### src/rtl/gnrl_pkg.sv
// Shared helpers for the gnrl_* elastic pipeline blocks: the occupancy width
// and the payload-reset selector.
package gnrl_pkg;

  typedef enum logic {
    DATA_KEEP  = 1'b0,
    DATA_CLEAR = 1'b1
  } data_rst_e;

  // Held at a minimum of 1 bit so the DEPTH=0 build still has a legal cnt port.
  function automatic int cnt_width(input int depth);
    return (depth < 1) ? 1 : $clog2(depth + 1);
  endfunction

endpackage

### src/rtl/gnrl_pipe_stage.sv
// One elastic pipeline slot: a valid bit plus a payload register that only
// loads when the slot advances with a valid source.
module gnrl_pipe_stage
  import gnrl_pkg::*;
#(
  parameter int DWIDTH   = 32,
  parameter int DATA_RST = 0
) (
  input  logic              clk,
  input  logic              rst_n,
  input  logic              flush,
  input  logic              adv,
  input  logic              src_vld,
  input  logic [DWIDTH-1:0] src_data,
  output logic              vld,
  output logic [DWIDTH-1:0] data
);

  logic load;

  // Bubbles never toggle the payload, and nothing loads under reset or flush.
  assign load = rst_n & ~flush & adv & src_vld;

  always_ff @(posedge clk) begin
    if (!rst_n || flush) begin
      vld <= 1'b0;
    end else if (adv) begin
      vld <= src_vld;
    end
  end

  if (DATA_RST == int'(DATA_CLEAR)) begin : g_data_rst
    always_ff @(posedge clk) begin
      if (!rst_n) begin
        data <= '0;
      end else if (load) begin
        data <= src_data;
      end
    end
  end else begin : g_data_norst
    always_ff @(posedge clk) begin
      if (load) begin
        data <= src_data;
      end
    end
  end

endmodule

### src/rtl/gnrl_pipe_vld.sv
// Elastic delay line of DEPTH valid-tagged stages with backpressure, bubble
// collapsing, one-cycle flush and a registered occupancy count.
module gnrl_pipe_vld
  import gnrl_pkg::*;
#(
  parameter int DWIDTH   = 32,
  parameter int DEPTH    = 4,
  parameter int DATA_RST = 0,
  parameter int CWIDTH   = cnt_width(DEPTH)
) (
  input  logic              clk,
  input  logic              rst_n,
  input  logic              flush,
  input  logic              in_vld,
  output logic              in_rdy,
  input  logic [DWIDTH-1:0] in_data,
  output logic              out_vld,
  input  logic              out_rdy,
  output logic [DWIDTH-1:0] out_data,
  output logic [CWIDTH-1:0] cnt
);

  genvar gi;

  if (DEPTH == 0) begin : g_pass
    logic unused_clk;

    assign unused_clk = clk;
    assign in_rdy     = out_rdy & rst_n & ~flush;
    assign out_vld    = in_vld & rst_n & ~flush;
    assign out_data   = in_data;
    assign cnt        = '0;
  end else begin : g_pipe
    logic              adv      [DEPTH];
    logic              stg_vld  [DEPTH];
    logic [DWIDTH-1:0] stg_data [DEPTH];
    logic              in_xfer;
    logic              out_xfer;
    logic [CWIDTH-1:0] cnt_reg;

    assign in_rdy   = adv[0] & ~flush & rst_n;
    assign in_xfer  = in_vld & in_rdy;
    assign out_vld  = stg_vld[DEPTH-1] & rst_n & ~flush;
    assign out_xfer = out_vld & out_rdy;
    assign out_data = stg_data[DEPTH-1];

    for (gi = 0; gi < DEPTH; gi++) begin : g_stage
      logic              src_vld;
      logic [DWIDTH-1:0] src_data;

      // A slot may move when it is empty or the slot ahead of it moves.
      if (gi == DEPTH - 1) begin : g_tail
        assign adv[gi] = ~stg_vld[gi] | out_rdy;
      end else begin : g_mid
        assign adv[gi] = ~stg_vld[gi] | adv[gi+1];
      end

      if (gi == 0) begin : g_head
        assign src_vld  = in_xfer;
        assign src_data = in_data;
      end else begin : g_body
        assign src_vld  = stg_vld[gi-1];
        assign src_data = stg_data[gi-1];
      end

      gnrl_pipe_stage #(
        .DWIDTH  (DWIDTH),
        .DATA_RST(DATA_RST)
      ) u_stage (
        .clk     (clk),
        .rst_n   (rst_n),
        .flush   (flush),
        .adv     (adv[gi]),
        .src_vld (src_vld),
        .src_data(src_data),
        .vld     (stg_vld[gi]),
        .data    (stg_data[gi])
      );
    end

    always_ff @(posedge clk) begin
      if (!rst_n || flush) begin
        cnt_reg <= '0;
      end else begin
        cnt_reg <= cnt_reg + CWIDTH'(in_xfer) - CWIDTH'(out_xfer);
      end
    end

    assign cnt = cnt_reg;
  end

endmodule

### config.mk
export PLATFORM = sky130hd
export DESIGN_NAME = gnrl_pipe_vld
export DESIGN_NICKNAME = d
export VERILOG_FILES = /design/src/rtl/gnrl_pkg.sv /design/src/rtl/gnrl_pipe_stage.sv /design/src/rtl/gnrl_pipe_vld.sv
export SDC_FILE = /design/constraint.sdc
export NUM_CORES = 1
export LEC_CHECK = 0
export CAP_MARGIN = 20
export CORE_MARGIN = 2
export CORE_UTILIZATION = 50
export CTS_CLUSTER_DIAMETER = 150
export CTS_CLUSTER_SIZE = 20
export DETAILED_ROUTE_END_ITERATION = 7
export PLACE_DENSITY_LB_ADDON = 0.05
export SYNTH_ARGS = -nofsm -noshare
export SYNTH_HDL_FRONTEND = slang
export SYNTH_SLANG_ARGS = --single-unit
### constraint.sdc
create_clock -name clk -period 9.1 [get_ports clk]
set_input_delay 2.73 -clock clk [delete_from_list [all_inputs] [get_ports clk]]
set_output_delay 2.73 -clock clk [all_outputs]
set_load 0.05 [all_outputs]
# Word level (Yosys, flattened, before mapping)
# Cells that the tools add are included.
[op_classes]
n_reduce_logical = 2
add_sub_neg = 2
bitwise = 24
[ops]
columns = ["operator", "count"]
rows = [
  ["$and 1x1->1", 15],
  ["$not 1->1", 5],
  ["$or 1x1->1", 4],
  ["$add 3x1->3", 1],
  ["$sub 3x1->3", 1],
  ["$logic_not 1->1", 1],
  ["$logic_or 1x1->1", 1],
]
[totals]
register_bits = 135
in_bits = 37
word_cells = 37
output_inout_bits = 37

# Longest topological paths before layout
# Gate-level depths: netlist of run 1.
[logic_depth]
word_depth = 10
ltp_mapped = 9
mapped_depth_nobuf = 9

# Hierarchy
# A second synthesis of run 1 with hierarchy kept.
[unflattened]
cells_unflattened = 178
area_unflattened_um2 = 4282.9
[modules_own_cells]
columns = ["mod", "instances", "area_per_inst_um2", "seq_area_each_um2", "cells_each"]
rows = [
  ["gnrl_pipe_stage", 4, 1009.7, 980.9, 38],
  ["gnrl_pipe_vld", 1, 244.0, 60.1, 26],
]

# Worst setup path after synthesis of run 1
# No wires, ideal clock.
[synth_timing]
path_kind = "in2out"
startpoint = "input flush"
endpoint = "output in_rdy"
t_arrival_ps = 3769
stages = 3
n_path_buf = 1
required_ps = 6370
slack_ps = 2601
path_cell_list = "nand2b_1 > buf_2 > a21oi_1"
[synth_between]
elab_chain_cells = 3
[synth_lines]
columns = ["item", "line", "source"]
rows = [
  ["start, declared", "gnrl_pipe_vld.sv:13", "input logic flush,"],
  ["$not 1->1", "gnrl_pipe_vld.sv:41", "assign in_rdy = adv[0] & ~flush & rst_n;"],
  ["$and 1x1->1 (2 in a row)", "gnrl_pipe_vld.sv:41", ""],
  ["end, declared", "gnrl_pipe_vld.sv:15", "output logic in_rdy,"],
]
# No other way between the ends.

# Worst setup path in the final report of run 1
[layout_timing]
startpoint = "input out_rdy"
endpoint = "output in_rdy"
[layout_between]
elab_chain_cells = 6
[layout_lines]
columns = ["item", "line", "source"]
rows = [
  ["start, declared", "gnrl_pipe_vld.sv:18", "input logic out_rdy,"],
  ["$or 1x1->1", "gnrl_pipe_vld.sv:53", "assign adv[gi] = ~stg_vld[gi] | out_rdy;"],
  ["$or 1x1->1 (3 in a row)", "gnrl_pipe_vld.sv:55", "assign adv[gi] = ~stg_vld[gi] | adv[gi+1];"],
  ["$and 1x1->1 (2 in a row)", "gnrl_pipe_vld.sv:41", ""],
]
# No other way between the ends.

==> results of run 1 <==
[path summary, 6_finish.rpt]
kind | startpoint | slack (ps) | cells after the start | end
worst max-delay path | out_rdy | 1930 | 4 | in_rdy
worst max register to register | g_pipe.g_stage[3].u_stage.vld$_SDFFE_PP0P_ | 7100 | 9 | cnt[2]$_SDFF_PP0_
worst min-delay path | g_pipe.g_stage[0].u_stage.data[2]$_DFFE_PP_ | 420 | 0 | g_pipe.g_stage[1].u_stage.data[2]$_DFFE_PP_
worst min register to register | g_pipe.g_stage[0].u_stage.data[2]$_DFFE_PP_ | 420 | 0 | g_pipe.g_stage[1].u_stage.data[2]$_DFFE_PP_
[worst register-to-register path: stages, from the launching register on]
cell and delay, ps:
sky130_fd_sc_hd__dfxtp_1 410, sky130_fd_sc_hd__and4b_4 310, sky130_fd_sc_hd__a21o_1 130, sky130_fd_sc_hd__ha_1 220, sky130_fd_sc_hd__inv_1 50, sky130_fd_sc_hd__ha_1 130, sky130_fd_sc_hd__inv_1 50, sky130_fd_sc_hd__fa_1 360
sky130_fd_sc_hd__xnor3_1 200, sky130_fd_sc_hd__nor2_1 40
[cells in the mapped netlist, drive strengths merged]
| master | instances |
|---|---|
| nand2b | 2 |
| nand3b | 2 |
| nand4b | 1 |
| and2 | 2 |
| nor2 | 2 |
| and2b | 1 |
| and4b | 1 |
| inv | 5 |
| xnor3 | 1 |
| and3 | 3 |
| nor3 | 1 |
| fa | 1 |
| ha | 2 |
| a21o | 1 |
| buf | 1 |
| dfxtp | 7 |
| o31ai | 1 |
| edfxtp | 128 |
| a21oi | 5 |
[metrics by stage]
stage	hold slack [ps]	power, mW
2_1_floorplan	400	0.706
3_3_place_gp	400	0.724
3_5_place_dp	405	0.725
4_1_cts	417	1.40
5_1_grt	423	1.42
6_report	417	1.38
[layout make-up]
type	instances	area (um^2)	area share [%]
tap	105	131	2.30
multi-input combinational	26	233	4.08
inverter	5	18.8	0.329
timing repair buffer	76	753	13.2
clock inverter	15	176	3.09
clock buffer	17	414	7.25
sequential	135	3980	69.8
[power by group through the flow]
stage	combinational, mW	clock [mW]	sequential (mW)
floorplan	0.00575	0	0.701
global placement	0.0243	0	0.700
detailed placement	0.0250	0	0.700
CTS	0.0252	0.682	0.687
global route	0.0269	0.709	0.688
finish	0.0249	0.669	0.687
[kinds of logic after synthesis]
| logic type | synth area share (%) |
|---|---|
| buffers and inverters | 0.563 |
| adder cells (fa/ha/maj) | 1.07 |
| flip-flops | 94.3 |
| AO/OA/AOI/OAI | 1.07 |
| XOR/XNOR | 0.533 |
| AND/OR/NAND/NOR | 2.46 |
[per-layer routing]
layer	vias up	global-route usage, %	wire [um]
met3	8	5.17	261
met4	0	9.29	86
li1	849	-	-
met2	57	23.0	3110
met5	-	0	0
met1	828	13.4	2000
==> impl_metrics.xml, run 1 <==
<?xml version="1.0" encoding="UTF-8"?>
<metrics>
  <group name="drt">
    <metric name="route.vias.total" unit="">1742</metric>
    <metric name="drt_drc_violations_left" unit="">0</metric>
    <metric name="routed_wire_length_per_instance" unit="um">14.4</metric>
    <metric name="postRouteAntennaNets" unit="">0</metric>
    <metric name="drt_first_iter_violations" unit="">96</metric>
    <metric name="post_drt_via_cell_ratio" unit="">4.60</metric>
    <metric name="finalWirelength" unit="mm">5.46</metric>
    <metric name="drt_first_pass_iters" unit="">4</metric>
  </group>
  <group name="power_and_ir_drop">
    <metric name="vdd.ir_drop.worst" unit="mV">0.148</metric>
    <metric name="switching_share" unit="%">19.0</metric>
    <metric name="internal_power" unit="mW">1.12</metric>
    <metric name="share_seq_of_total_power" unit="%">49.7</metric>
    <metric name="p_switching" unit="uW">263</metric>
    <metric name="pwr-share-clk" unit="%">48.5</metric>
    <metric name="static-leakage-power" unit="nW">1.90</metric>
    <metric name="combPwrFrac" unit="%">1.8</metric>
    <metric name="cellPowerDensity" unit="nW/um^2">242</metric>
  </group>
  <group name="synth">
    <metric name="yosys_warnings" unit="">0</metric>
    <metric name="synth.yosys.seq_area_share" unit="%">94.3</metric>
    <metric name="synth.avg_cell_area" unit="um^2">25.3</metric>
    <metric name="synth_fp_nets" unit="">207</metric>
    <metric name="ys_ff_latch" unit="">135</metric>
    <metric name="synth_cell_types" unit="">21</metric>
    <metric name="syn_area" unit="um^2">4220</metric>
    <metric name="synth.area.top_cells" unit="">sky130_fd_sc_hd__edfxtp_1, sky130_fd_sc_hd__dfxtp_1, sky130_fd_sc_hd__a21oi_1</metric>
    <metric name="synth_top_area_share" unit="%">91.0</metric>
    <metric name="post_synth_inst_count" unit="">167</metric>
    <metric name="synth_top_area_cell" unit="">sky130_fd_sc_hd__edfxtp_1</metric>
  </group>
  <group name="grt">
    <metric name="grt_first_pass_wirelength" unit="mm">8.41</metric>
    <metric name="grt_overflow_total" unit="">0</metric>
    <metric name="pin_count_of_the_biggest_net_entering_global_routing" unit="">33</metric>
    <metric name="grt_antenna_before_repair" unit="">0</metric>
    <metric name="groute.usage.overall" unit="%">13.4</metric>
    <metric name="number_of_global_route_vias_before_repair" unit="">1703</metric>
  </group>
  <group name="clocking">
    <metric name="max_buffers_root_to_sink" unit="">2</metric>
    <metric name="postCtsSetupRepairBufs" unit="">0</metric>
    <metric name="cts_root_buf" unit="">sky130_fd_sc_hd__clkbuf_8</metric>
    <metric name="clkTransAtPathRegs" unit="ps">60</metric>
    <metric name="clock_sink_count" unit="">135</metric>
    <metric name="clk_latency" unit="ps">510</metric>
    <metric name="cts_buffers" unit="">17</metric>
    <metric name="cts_repair_resize_count" unit="">0</metric>
    <metric name="cts_hold_buffers" unit="">0</metric>
    <metric name="tritoncts" unit="">yes</metric>
    <metric name="ctsHtreeMaxLevel" unit="">4</metric>
  </group>
  <group name="timing">
    <metric name="maxClockFrequency" unit="MHz">139</metric>
    <metric name="final_min_period_over_clock_period" unit="%">78.8</metric>
    <metric name="finalClockSkew" unit="ps">10.1</metric>
    <metric name="worstMarginPinSlew" unit="ps">1010</metric>
    <metric name="setup_ws" unit="ps">1930</metric>
    <metric name="unrepaired_setup_endpoints_after_global_routing" unit="">false</metric>
    <metric name="min_period" unit="ps">7170</metric>
    <metric name="timing_hold_violations_final" unit="">0</metric>
    <metric name="slew_headroom" unit="%">32.4</metric>
    <metric name="drv_slew" unit="">0</metric>
    <metric name="setup_tns" unit="ps">0</metric>
    <metric name="finalSetupViolations" unit="">0</metric>
  </group>
  <group name="placement">
    <metric name="placed_cells_incl_taps" unit="">347</metric>
    <metric name="setup_ws_pre_cts" unit="ps">1920</metric>
    <metric name="place_area" unit="um^2">5120</metric>
    <metric name="port_buffers" unit="">73</metric>
    <metric name="detailed_place_hpwl" unit="mm">3.34</metric>
    <metric name="routabilityCongestion" unit="">0.756</metric>
  </group>
  <group name="floorplanning">
    <metric name="floorplan.die.height" unit="um">95.9</metric>
    <metric name="die_w" unit="um">95.9</metric>
    <metric name="core_area" unit="um^2">8220</metric>
    <metric name="row_count" unit="">33</metric>
    <metric name="start_util" unit="%">51.4</metric>
    <metric name="die_area" unit="um^2">9200</metric>
    <metric name="num_io_pins" unit="">74</metric>
  </group>
  <group name="cells_and_area">
    <metric name="top_library_cells_by_usage_in_the_layout_fill_and_taps_aside" unit="">sky130_fd_sc_hd__edfxtp_1, sky130_fd_sc_hd__clkdlybuf4s50_1, sky130_fd_sc_hd__clkbuf_16</metric>
    <metric name="layout_commonest_cell" unit="">sky130_fd_sc_hd__edfxtp_1</metric>
    <metric name="finalCoreUtilization" unit="%">69.5</metric>
    <metric name="largest_reg_flops" unit="">128</metric>
    <metric name="final_layout_size_suffix_gt1_share" unit="%">14.2</metric>
    <metric name="final_area" unit="um^2">5710</metric>
    <metric name="insertedDiodeCount" unit="">0</metric>
    <metric name="layout.filler_cells" unit="">519</metric>
    <metric name="syn2layout_area_growth" unit="%">35.2</metric>
    <metric name="finalNetCount" unit="">301</metric>
    <metric name="finish.cell_count_without_fillers" unit="">379</metric>
  </group>
  <group name="critical_path">
    <metric name="critical_path.max_fanout" unit="">5</metric>
    <metric name="cpMaxStageDelayCell" unit="">sky130_fd_sc_hd__clkdlybuf4s50_1</metric>
    <metric name="critical_path.startpoint_type" unit="">input port</metric>
    <metric name="critPathRequiredTime" unit="ps">6370</metric>
    <metric name="worst_path_largest_cell_delay" unit="ps">820</metric>
    <metric name="worst_path_dominant_cell_family" unit="">buffers and inverters</metric>
    <metric name="cp_cell_sequence" unit="">clkdlybuf4s50_1 -&gt; and4b_4 -&gt; a21oi_1 -&gt; clkdlybuf4s50_1</metric>
    <metric name="cp_class" unit="">in2out</metric>
    <metric name="worstSetupEndpointType" unit="">output port</metric>
    <metric name="cpMostUsedCell" unit="">sky130_fd_sc_hd__clkdlybuf4s50_1</metric>
    <metric name="timing.critical_path.arrival" unit="ps">4440</metric>
    <metric name="critPathBufInv" unit="">2</metric>
  </group>
  <group name="flow_run">
    <metric name="cap_violations" unit="">0</metric>
  </group>
  <group name="status">
    <metric name="status" unit="">complete, no violations</metric>
  </group>
  <group name="hold_path">
    <metric name="hp-class" unit="">reg2reg</metric>
  </group>
</metrics>
Power figures use the tool's default switching activity.
==> run 2, diff against run 1 <==
==> constraint.sdc (replaced) <==
create_clock -name clk -period 7.5 [get_ports clk]
set_input_delay 2.25 -clock clk [delete_from_list [all_inputs] [get_ports clk]]
set_output_delay 2.25 -clock clk [all_outputs]
set_load 0.05 [all_outputs]
==> run 2 against run 1 <==
Register-to-register slack worse by 1600 ps. Worst setup slack got worse by 640 ps. Clock power grew 15%. Hold slack worse by 2.1 ps. Cell area shrank 0.39%. Flip-flop and latch count unchanged. Global-route usage decreased by 0.29 points. Combinational power up 21%. Via count up 1.3%.
==> impl_metrics.xml, run 2 (same netlist as run 1, synthesis figures left out) <==
<?xml version="1.0" encoding="UTF-8"?>
<metrics>
  <group name="hold_path">
    <metric name="holdPathStages" unit="">0</metric>
    <metric name="whs_endpoint" unit="">g_pipe.g_stage[1].u_stage.data[5]$_DFFE_PP_</metric>
    <metric name="hp-class" unit="">reg2reg</metric>
    <metric name="launch_point_of_the_worst_hold_path" unit="">g_pipe.g_stage[0].u_stage.data[5]$_DFFE_PP_</metric>
  </group>
  <group name="drt">
    <metric name="postRouteAntennaNets" unit="">0</metric>
    <metric name="drt_first_iter_violations" unit="">55</metric>
    <metric name="route.vias.total" unit="">1764</metric>
    <metric name="routed_wire_length_per_instance" unit="um">14.2</metric>
    <metric name="drt_first_pass_iters" unit="">4</metric>
    <metric name="drt_drc_violations_left" unit="">0</metric>
    <metric name="finalWirelength" unit="mm">5.37</metric>
    <metric name="post_drt_via_cell_ratio" unit="">4.65</metric>
  </group>
  <group name="critical_path">
    <metric name="worst_path_largest_cell_delay" unit="ps">830</metric>
    <metric name="r2r_cells" unit="">9</metric>
    <metric name="regToRegSetupSlack" unit="ps">5470</metric>
    <metric name="worst_path_dominant_cell_family" unit="">buffers and inverters</metric>
    <metric name="cpMaxStageDelayCell" unit="">sky130_fd_sc_hd__clkdlybuf4s50_1</metric>
    <metric name="r2r_start" unit="">g_pipe.g_stage[3].u_stage.vld$_SDFFE_PP0P_</metric>
    <metric name="rr_endpoint" unit="">cnt[2]$_SDFF_PP0_</metric>
    <metric name="critPathRequiredTime" unit="ps">5250</metric>
    <metric name="worstSetupEndpointType" unit="">output port</metric>
    <metric name="critical_path.max_fanout" unit="">5</metric>
    <metric name="critical_path.startpoint_type" unit="">input port</metric>
    <metric name="cp_cell_sequence" unit="">clkdlybuf4s50_1 -&gt; and4b_4 -&gt; a21oi_1 -&gt; clkdlybuf4s50_1</metric>
    <metric name="cp_class" unit="">in2out</metric>
    <metric name="critPathBufInv" unit="">2</metric>
    <metric name="timing.critical_path.arrival" unit="ps">3970</metric>
    <metric name="cpMostUsedCell" unit="">sky130_fd_sc_hd__clkdlybuf4s50_1</metric>
  </group>
  <group name="timing">
    <metric name="setup_tns" unit="ps">0</metric>
    <metric name="unrepaired_setup_endpoints_after_global_routing" unit="">false</metric>
    <metric name="min_period" unit="ps">6220</metric>
    <metric name="setup_ws" unit="ps">1280</metric>
    <metric name="finalClockSkew" unit="ps">5.26</metric>
    <metric name="maxClockFrequency" unit="MHz">161</metric>
    <metric name="worstMarginPinSlew" unit="ps">1040</metric>
    <metric name="final_min_period_over_clock_period" unit="%">82.9</metric>
    <metric name="drv_slew" unit="">0</metric>
    <metric name="timing_hold_violations_final" unit="">0</metric>
    <metric name="slew_headroom" unit="%">30.8</metric>
    <metric name="finalSetupViolations" unit="">0</metric>
  </group>
  <group name="cells_and_area">
    <metric name="footprint_of_the_multi_input_gates" unit="um^2">233</metric>
    <metric name="final_layout_size_suffix_gt1_share" unit="%">14.2</metric>
    <metric name="top_library_cells_by_usage_in_the_layout_fill_and_taps_aside" unit="">sky130_fd_sc_hd__edfxtp_1, sky130_fd_sc_hd__clkdlybuf4s50_1, sky130_fd_sc_hd__clkbuf_16</metric>
    <metric name="layout.filler_cells" unit="">524</metric>
    <metric name="area.sequential" unit="um^2">3980</metric>
    <metric name="finalCoreUtilization" unit="%">69.2</metric>
    <metric name="finalNetCount" unit="">301</metric>
    <metric name="insertedDiodeCount" unit="">0</metric>
    <metric name="largest_reg_flops" unit="">128</metric>
    <metric name="finish.cell_count_without_fillers" unit="">379</metric>
    <metric name="final_area" unit="um^2">5690</metric>
    <metric name="layout_commonest_cell" unit="">sky130_fd_sc_hd__edfxtp_1</metric>
    <metric name="syn2layout_area_growth" unit="%">34.7</metric>
  </group>
  <group name="grt">
    <metric name="groute.usage.overall" unit="%">13.1</metric>
    <metric name="grt_overflow_total" unit="">0</metric>
    <metric name="grt_first_pass_wirelength" unit="mm">8.34</metric>
    <metric name="number_of_global_route_vias_before_repair" unit="">1782</metric>
    <metric name="grt_antenna_before_repair" unit="">0</metric>
    <metric name="pin_count_of_the_biggest_net_entering_global_routing" unit="">33</metric>
  </group>
  <group name="placement">
    <metric name="placed_cells_incl_taps" unit="">347</metric>
    <metric name="detailed_place_hpwl" unit="mm">3.39</metric>
    <metric name="routabilityCongestion" unit="">0.758</metric>
    <metric name="port_buffers" unit="">73</metric>
    <metric name="place_area" unit="um^2">5120</metric>
    <metric name="setup_ws_pre_cts" unit="ps">1280</metric>
  </group>
  <group name="clocking">
    <metric name="ctsHtreeMaxLevel" unit="">4</metric>
    <metric name="cts_buffers" unit="">17</metric>
    <metric name="cts_repair_resize_count" unit="">0</metric>
    <metric name="max_buffers_root_to_sink" unit="">2</metric>
    <metric name="clkTransAtPathRegs" unit="ps">60</metric>
    <metric name="clk_latency" unit="ps">500</metric>
    <metric name="tritoncts" unit="">yes</metric>
    <metric name="postCtsSetupRepairBufs" unit="">0</metric>
    <metric name="cts_root_buf" unit="">sky130_fd_sc_hd__clkbuf_8</metric>
    <metric name="cts_hold_buffers" unit="">0</metric>
    <metric name="clock_sink_count" unit="">135</metric>
  </group>
  <group name="floorplanning">
    <metric name="num_io_pins" unit="">74</metric>
    <metric name="start_util" unit="%">51.4</metric>
    <metric name="die_area" unit="um^2">9200</metric>
    <metric name="row_count" unit="">33</metric>
    <metric name="core_area" unit="um^2">8220</metric>
    <metric name="floorplan.die.height" unit="um">95.9</metric>
    <metric name="die_w" unit="um">95.9</metric>
  </group>
  <group name="status">
    <metric name="status" unit="">complete, no violations</metric>
  </group>
  <group name="power_and_ir_drop">
    <metric name="cellPowerDensity" unit="nW/um^2">287</metric>
    <metric name="vdd.ir_drop.worst" unit="mV">0.160</metric>
    <metric name="static-leakage-power" unit="nW">1.88</metric>
  </group>
  <group name="flow_run">
    <metric name="cap_violations" unit="">0</metric>
  </group>
</metrics>
run 2: cell types whose count changed in the layout (fill, tap and decap cells not counted), sizes merged:
cell,previous run,this run
bufinv,3,2
clkinvlp,4,5
clkbuf,17,18
inv,9,8
run 2: area by class of cell:
class	instances	area share, %
inverters	5	0.330
clock inverters	14	2.64
flip-flops and latches	135	70.0
clock buffers	18	7.35
repair buffers	76	13.2
well taps	105	2.31
multi-input cells	26	4.09
run 2: how the worst max path moves through the flow:
stage | start | end | slack, ps | cells after the start
6_report | out_rdy | in_rdy | 1280 | 4
2_1_floorplan | flush | in_rdy | 1960 | 3
4_1_cts | out_rdy | in_rdy | 1280 | 4
3_3_place_gp | out_rdy | in_rdy | 1290 | 4
5_1_grt | flush | in_rdy | 1190 | 4
3_5_place_dp | out_rdy | in_rdy | 1280 | 4
run 2: metal layers:
| metal | global-route usage (%) | share of wire (%) | vias to the layer above |
|---|---|---|---|
| met5 | 0 | 0 | - |
| met4 | 8.21 | 1.1 | 0 |
| met3 | 5.09 | 4.7 | 6 |
| met2 | 23.8 | 58 | 52 |
| met1 | 12.2 | 36 | 856 |
| li1 | - | - | 850 |
run 2: stage by stage:
stage | power (mW) | hold slack [ps]
2_1_floorplan | 0.857 | 400
3_5_place_dp | 0.880 | 405
3_3_place_gp | 0.878 | 400
4_1_cts | 1.65 | 417
6_report | 1.63 | 415
5_1_grt | 1.69 | 421
run 2: worst reg2reg max path, stage by stage, from the launching register on:
cell and delay [ps]:
sky130_fd_sc_hd__dfxtp_1 410, sky130_fd_sc_hd__and4b_4 310, sky130_fd_sc_hd__a21o_1 130, sky130_fd_sc_hd__ha_1 220
sky130_fd_sc_hd__inv_1 60, sky130_fd_sc_hd__ha_1 130, sky130_fd_sc_hd__inv_1 40, sky130_fd_sc_hd__fa_1 360
sky130_fd_sc_hd__xnor3_1 210, sky130_fd_sc_hd__nor2_1 40
run 2: power breakdown:
part           switching, mW  total [mW]  internal (mW)
sequential           0.00271       0.834          0.831
clock                  0.296       0.770          0.474
combinational         0.0111      0.0301         0.0190
